[src/rtl/oculink_perst_seq.sv]
// PERST# and cable-presence sequencer for one OCuLink PCIe root-port channel.
// Debounces CPRSNT#, holds PERST#, releases it, then supervises link-up with bounded retries.
module oculink_perst_seq #(
  parameter int unsigned DEBOUNCE_CYCLES = 1_000_000,
  parameter int unsigned HOLD_CYCLES     = 10_000_000,
  parameter int unsigned TIMEOUT_CYCLES  = 10_000_000,
  parameter int unsigned MAX_RETRY       = 3,
  parameter int unsigned CNT_W           = 24
) (
  input  logic       sys_clk,
  input  logic       sys_rst_n,
  input  logic       cprsnt,
  input  logic       link_up,
  output logic       perst_n,
  output logic       present,
  output logic       link_fail,
  output logic [3:0] retry_cnt,
  output logic [2:0] state
);

  typedef enum logic [2:0] {
    ST_ABSENT   = 3'd0,
    ST_DEBOUNCE = 3'd1,
    ST_HOLD     = 3'd2,
    ST_TRAIN    = 3'd3,
    ST_UP       = 3'd4,
    ST_FAIL     = 3'd5
  } state_t;

  localparam logic [CNT_W-1:0] DEB_LAST   = CNT_W'(DEBOUNCE_CYCLES - 1);
  localparam logic [CNT_W-1:0] HOLD_LAST  = CNT_W'(HOLD_CYCLES - 1);
  localparam logic [CNT_W-1:0] TO_LAST    = CNT_W'(TIMEOUT_CYCLES - 1);
  localparam logic [3:0]       RETRY_LAST = 4'(MAX_RETRY - 1);

  logic             cp_meta_q, cp_sync_q;
  logic             prs;
  state_t           state_q, state_d;
  logic [CNT_W-1:0] cnt_q, cnt_d;
  logic [3:0]       retry_q, retry_d;
  logic             perst_q, perst_d;
  logic             present_q, present_d;
  logic             fail_q, fail_d;

  assign prs = ~cp_sync_q;

  always_ff @(posedge sys_clk) begin
    if (!sys_rst_n) begin
      cp_meta_q <= 1'b1;
      cp_sync_q <= 1'b1;
    end else begin
      cp_meta_q <= cprsnt;
      cp_sync_q <= cp_meta_q;
    end
  end

  always_comb begin
    state_d = state_q;
    retry_d = retry_q;
    unique case (state_q)
      ST_ABSENT:   if (prs) state_d = ST_DEBOUNCE;
      ST_DEBOUNCE: if (cnt_q == DEB_LAST) begin
        state_d = ST_HOLD;
        retry_d = '0;
      end
      ST_HOLD:     if (cnt_q == HOLD_LAST) state_d = ST_TRAIN;
      ST_TRAIN: begin
        // link_up beats a coincident timeout
        if (link_up) begin
          state_d = ST_UP;
        end else if (cnt_q == TO_LAST) begin
          if (retry_q == RETRY_LAST) begin
            state_d = ST_FAIL;
          end else begin
            state_d = ST_HOLD;
            retry_d = retry_q + 4'd1;
          end
        end
      end
      ST_UP: if (!link_up) begin
        state_d = ST_HOLD;
        retry_d = '0;
      end
      ST_FAIL: state_d = ST_FAIL;
      default: state_d = ST_ABSENT;
    endcase

    // Surprise removal overrides every other transition
    if (!prs && state_q != ST_ABSENT) begin
      state_d = ST_ABSENT;
      retry_d = '0;
    end

    if (state_d != state_q) begin
      cnt_d = '0;
    end else if (state_q == ST_DEBOUNCE || state_q == ST_HOLD || state_q == ST_TRAIN) begin
      cnt_d = cnt_q + 1'b1;
    end else begin
      cnt_d = cnt_q;
    end

    perst_d   = (state_d == ST_TRAIN) || (state_d == ST_UP);
    present_d = (state_d == ST_HOLD) || (state_d == ST_TRAIN) ||
                (state_d == ST_UP)   || (state_d == ST_FAIL);
    fail_d    = (state_d == ST_FAIL);
  end

  always_ff @(posedge sys_clk) begin
    if (!sys_rst_n) begin
      state_q   <= ST_ABSENT;
      cnt_q     <= '0;
      retry_q   <= '0;
      perst_q   <= 1'b0;
      present_q <= 1'b0;
      fail_q    <= 1'b0;
    end else begin
      state_q   <= state_d;
      cnt_q     <= cnt_d;
      retry_q   <= retry_d;
      perst_q   <= perst_d;
      present_q <= present_d;
      fail_q    <= fail_d;
    end
  end

  assign perst_n   = perst_q;
  assign present   = present_q;
  assign link_fail = fail_q;
  assign retry_cnt = retry_q;
  assign state     = state_q;

endmodule
[config.mk]
export PLATFORM = sky130hd
export DESIGN_NAME = oculink_perst_seq
export DESIGN_NICKNAME = d
export VERILOG_FILES = /design/src/rtl/oculink_perst_seq.sv
export SDC_FILE = /design/constraint.sdc
export NUM_CORES = 1
export LEC_CHECK = 0
export ABC_AREA = 1
export ABC_CLOCK_PERIOD_IN_PS = 2300
export CAP_MARGIN = 40
export CORE_ASPECT_RATIO = 1.1
export CORE_MARGIN = 10
export CORE_UTILIZATION = 33
export CTS_CLUSTER_SIZE = 25
export DETAILED_ROUTE_END_ITERATION = 7
export GPL_TIMING_DRIVEN = 0
export MAX_ROUTING_LAYER = met4
export PLACE_DENSITY = 0.56
export SYNTH_ARGS = -nofsm -noshare
export SYNTH_HDL_FRONTEND = slang
export SYNTH_SLANG_ARGS = --single-unit
[constraint.sdc]
create_clock -name sys_clk -period 2.3 [get_ports sys_clk]
set_input_delay 0.46 -clock sys_clk [delete_from_list [all_inputs] [get_ports sys_clk]]
set_output_delay 0.46 -clock sys_clk [all_outputs]
set_load 0.01 [all_outputs]
==> reports/qor.yml <==
fin_setup_tns_ns: 0
portBuffers: 13
slowest_stage: "dfxtp_1"
syn_avg_cell_area_um2: 7.622
hold_depth: 1
ir_drop_uv: 313.5
ant_nets: 0
maxCapViolations: 0
hold_buffers: 0
fillers: 696
antenna_found_initial: 0
path_cells: "inv_1, nand2_2, nand2_4, nor2_4, nand3_2, nor3_2, nand4_1, nor3_2, xor2_1, nor2_2"
timing.rr.end: "cnt_q[17]$_SDFFE_PP0P_"
grt_pass1_vias: 1823
yosysWarnings: 0
syn_area_um2: 2317
crit_cells: 10
ctsHtreeMaxLevel: 2
dieHeight_um: 107.9
area_growth_pct: 17.33
routed_via_density: 4.687
drive_above_1_share_pct: 22.32
setup_violations: 0
holdPathEnd: "cp_sync_q$_SDFF_PN1_"
register_area_um2: 725.7
nets: 333
die_area_um2: 10780
fin_cells: 409
worstPathBufferInverterCount: 1
hold_class: "register to register"
worstMarginPinSlew_ns: 0.5562
status: "complete, no violations"
vias: 1917
io_pins: 14
initial_core_util_pct: 34.53
worstSetupEndpointType: "register"
cts_tree: "done"
diodes: 0
seq_area_frac_synth_pct: 31.10
fmax_ghz: 0.4684
fin_crit_ns: 2.135
gr-total-overflow: 0
syn_nets: 311
clkLatencyLatePin_ns: 0.29
die_x_um: 99.90
final_common_cell: "nand2_1"
path_class: "register to register"
powerDensity_nw_per_um2: 451.2
fin_skew_ns: 0.004305
wirelength_um: 4986
core_area_um2: 6710
ys_ff_latch: 36
postSynth.asyncResetShare_pct: 0
synth_ff_type: "dfxtp_1"
reg2regPathDepth: 10
hpwl_um: 3747
synth_edf_count: 0
p_leak_nw: 0.9111
finalCritPeriodShare_pct: 92.82
drtPass1Iterations: 4
rsz0062_at_grt: "no"
mostFrequentLayoutCells: "nand2_1 (53), nor2_1 (46), dfxtp_1 (34), inv_1 (30), nor2_4 (22)"
crit_family: "simple AND/OR/NAND/NOR gates"
reg2reg_slack_ns: 0.17
fp-row-count: 31
start_kind: "register"
synth_cell_types: 32
cts_max_path_buffers: 2
synth_cells: 304
drt_iter0_markers: 128
track_usage_pct: 9.927
hold_start: "cp_meta_q$_SDFF_PN1_"
relSlewSlack_pct: 62.60
cp_common_cell: "nor3_2"
finalHoldViolCount: 0
crit_arrival_ns: 2.31
grt_pass1_wl_um: 8576
clkSinkCount: 36
cp.required_ns: 2.48
drc_errors: 0
critPathMaxFanout: 7
clockRootBuffer: "clkbuf_8"
drv_slew: 0
gp_congestion: 0.8778
dp_cells: 399
wl_per_cell_um: 12.19
numCtsBuffers: 5
grt_start_max_net_pins: 11
cts.reportedPaths.clkPinSlew_ns: 0.07
r2r-start: "state[1]$_SDFF_PN0_"
multi_input_area_um2: 1436
max_stage_delay_ns: 0.44
==> sequential cells by signal, indices dropped and copies added (netlist names) <==
name	flops
cnt_q	24
cp_meta_q	1
cp_sync_q	1
link_fail	1
perst_n	1
present	1
retry_cnt	4
state	3
==> layer usage <==
metal / part of all wire [%] / GRT usage, %
met2: 48 / 15.08
met4: 2.0 / 3.893
met3: 2.2 / 2.312
met1: 48 / 12.39
met5: 0 / -
==> logic make-up after synthesis <==
family / share of synthesized area (%)
multiplexers: 0.4320
XOR/XNOR: 9.449
AO/OA/AOI/OAI: 4.212
adder cells (fa/ha/maj): 1.620
AND/OR/NAND/NOR: 45.25
buffers and inverters: 7.937
flip-flops: 31.10
==> layout make-up <==
class	instances	area share [%]
repair buffers	15	6.627
multi-input cells	230	52.83
plain buffers	4	2.071
inverters	34	4.694
clock buffers	8	3.313
flip-flops and latches	36	26.69
well taps	82	3.774
==> through the flow <==
stage	cell area, um^2	utilization, %	hold WS (ns)	setup slack (ns)	power, W
floorplan	2317	-	0.3925	0.4227	0.0007280
global placement	2550	38.00	0.3965	0.1164	0.0007522
detailed placement	2550	38.00	0.4013	0.1000	0.0007525
CTS	2640	39.34	0.4219	0.07973	0.001234
global route	2719	40.52	0.4247	0.0009071	0.001287
finish	2719	40.52	0.4171	0.1651	0.001227
==> report_power, final <==
| part | total [W] | leakage [nW] | switching, W | internal, W |
|---|---|---|---|---|
| sequential | 0.000631 | 0.292 | 0.00000399 | 0.000627 |
| clock | 0.000468 | 0.0455 | 0.000224 | 0.000244 |
| combinational | 0.000128 | 0.574 | 0.0000744 | 0.0000535 |
==> worst max-delay path by stage <==
stage | startpoint | end | slack, ns
global route | state[1]$_SDFF_PN0_ | cnt_q[20]$_SDFFE_PP0P_ | 0.0009
detailed placement | cnt_q[1]$_SDFFE_PP0P_ | cnt_q[7]$_SDFFE_PP0P_ | 0.10
CTS | cnt_q[1]$_SDFFE_PP0P_ | cnt_q[17]$_SDFFE_PP0P_ | 0.08
global placement | cnt_q[1]$_SDFFE_PP0P_ | cnt_q[4]$_SDFFE_PP0P_ | 0.12
floorplan | cnt_q[1]$_SDFFE_PP0P_ | cnt_q[4]$_SDFFE_PP0P_ | 0.42
finish | state[1]$_SDFF_PN0_ | cnt_q[17]$_SDFFE_PP0P_ | 0.17
==> cell usage after synthesis, types with 3 or more instances <==
cell | number | area (um^2)
dfxtp_1 | 36 | 720.7
nor2_1 | 47 | 176.4
xor2_1 | 18 | 157.7
nor3_1 | 8 | 40.04
nor3_2 | 3 | 30.03
inv_1 | 30 | 112.6
nor2_2 | 5 | 31.28
a21oi_1 | 6 | 30.03
xnor2_1 | 7 | 61.31
nand2_1 | 53 | 198.9
inv_2 | 4 | 15.01
nand3_1 | 16 | 80.08
nand4_1 | 11 | 68.82
nor2_4 | 21 | 236.5
ha_1 | 3 | 37.54
nand2_2 | 10 | 62.56
nand3_2 | 6 | 60.06
==> worst register-to-register path: cells and delay by family, from the launching register on <==
family / cells / cell delay, ns
AND/OR/NAND/NOR: 8 / 1.26
flip-flops: 1 / 0.44
XOR/XNOR: 1 / 0.19
buffers and inverters: 1 / 0.15
==> what timing repair did <==
item	in CTS	in global routing
setup endpoints to repair	0	24
gates resized for setup	0	8
buffers inserted	0	0
Power figures use the tool's default switching activity.
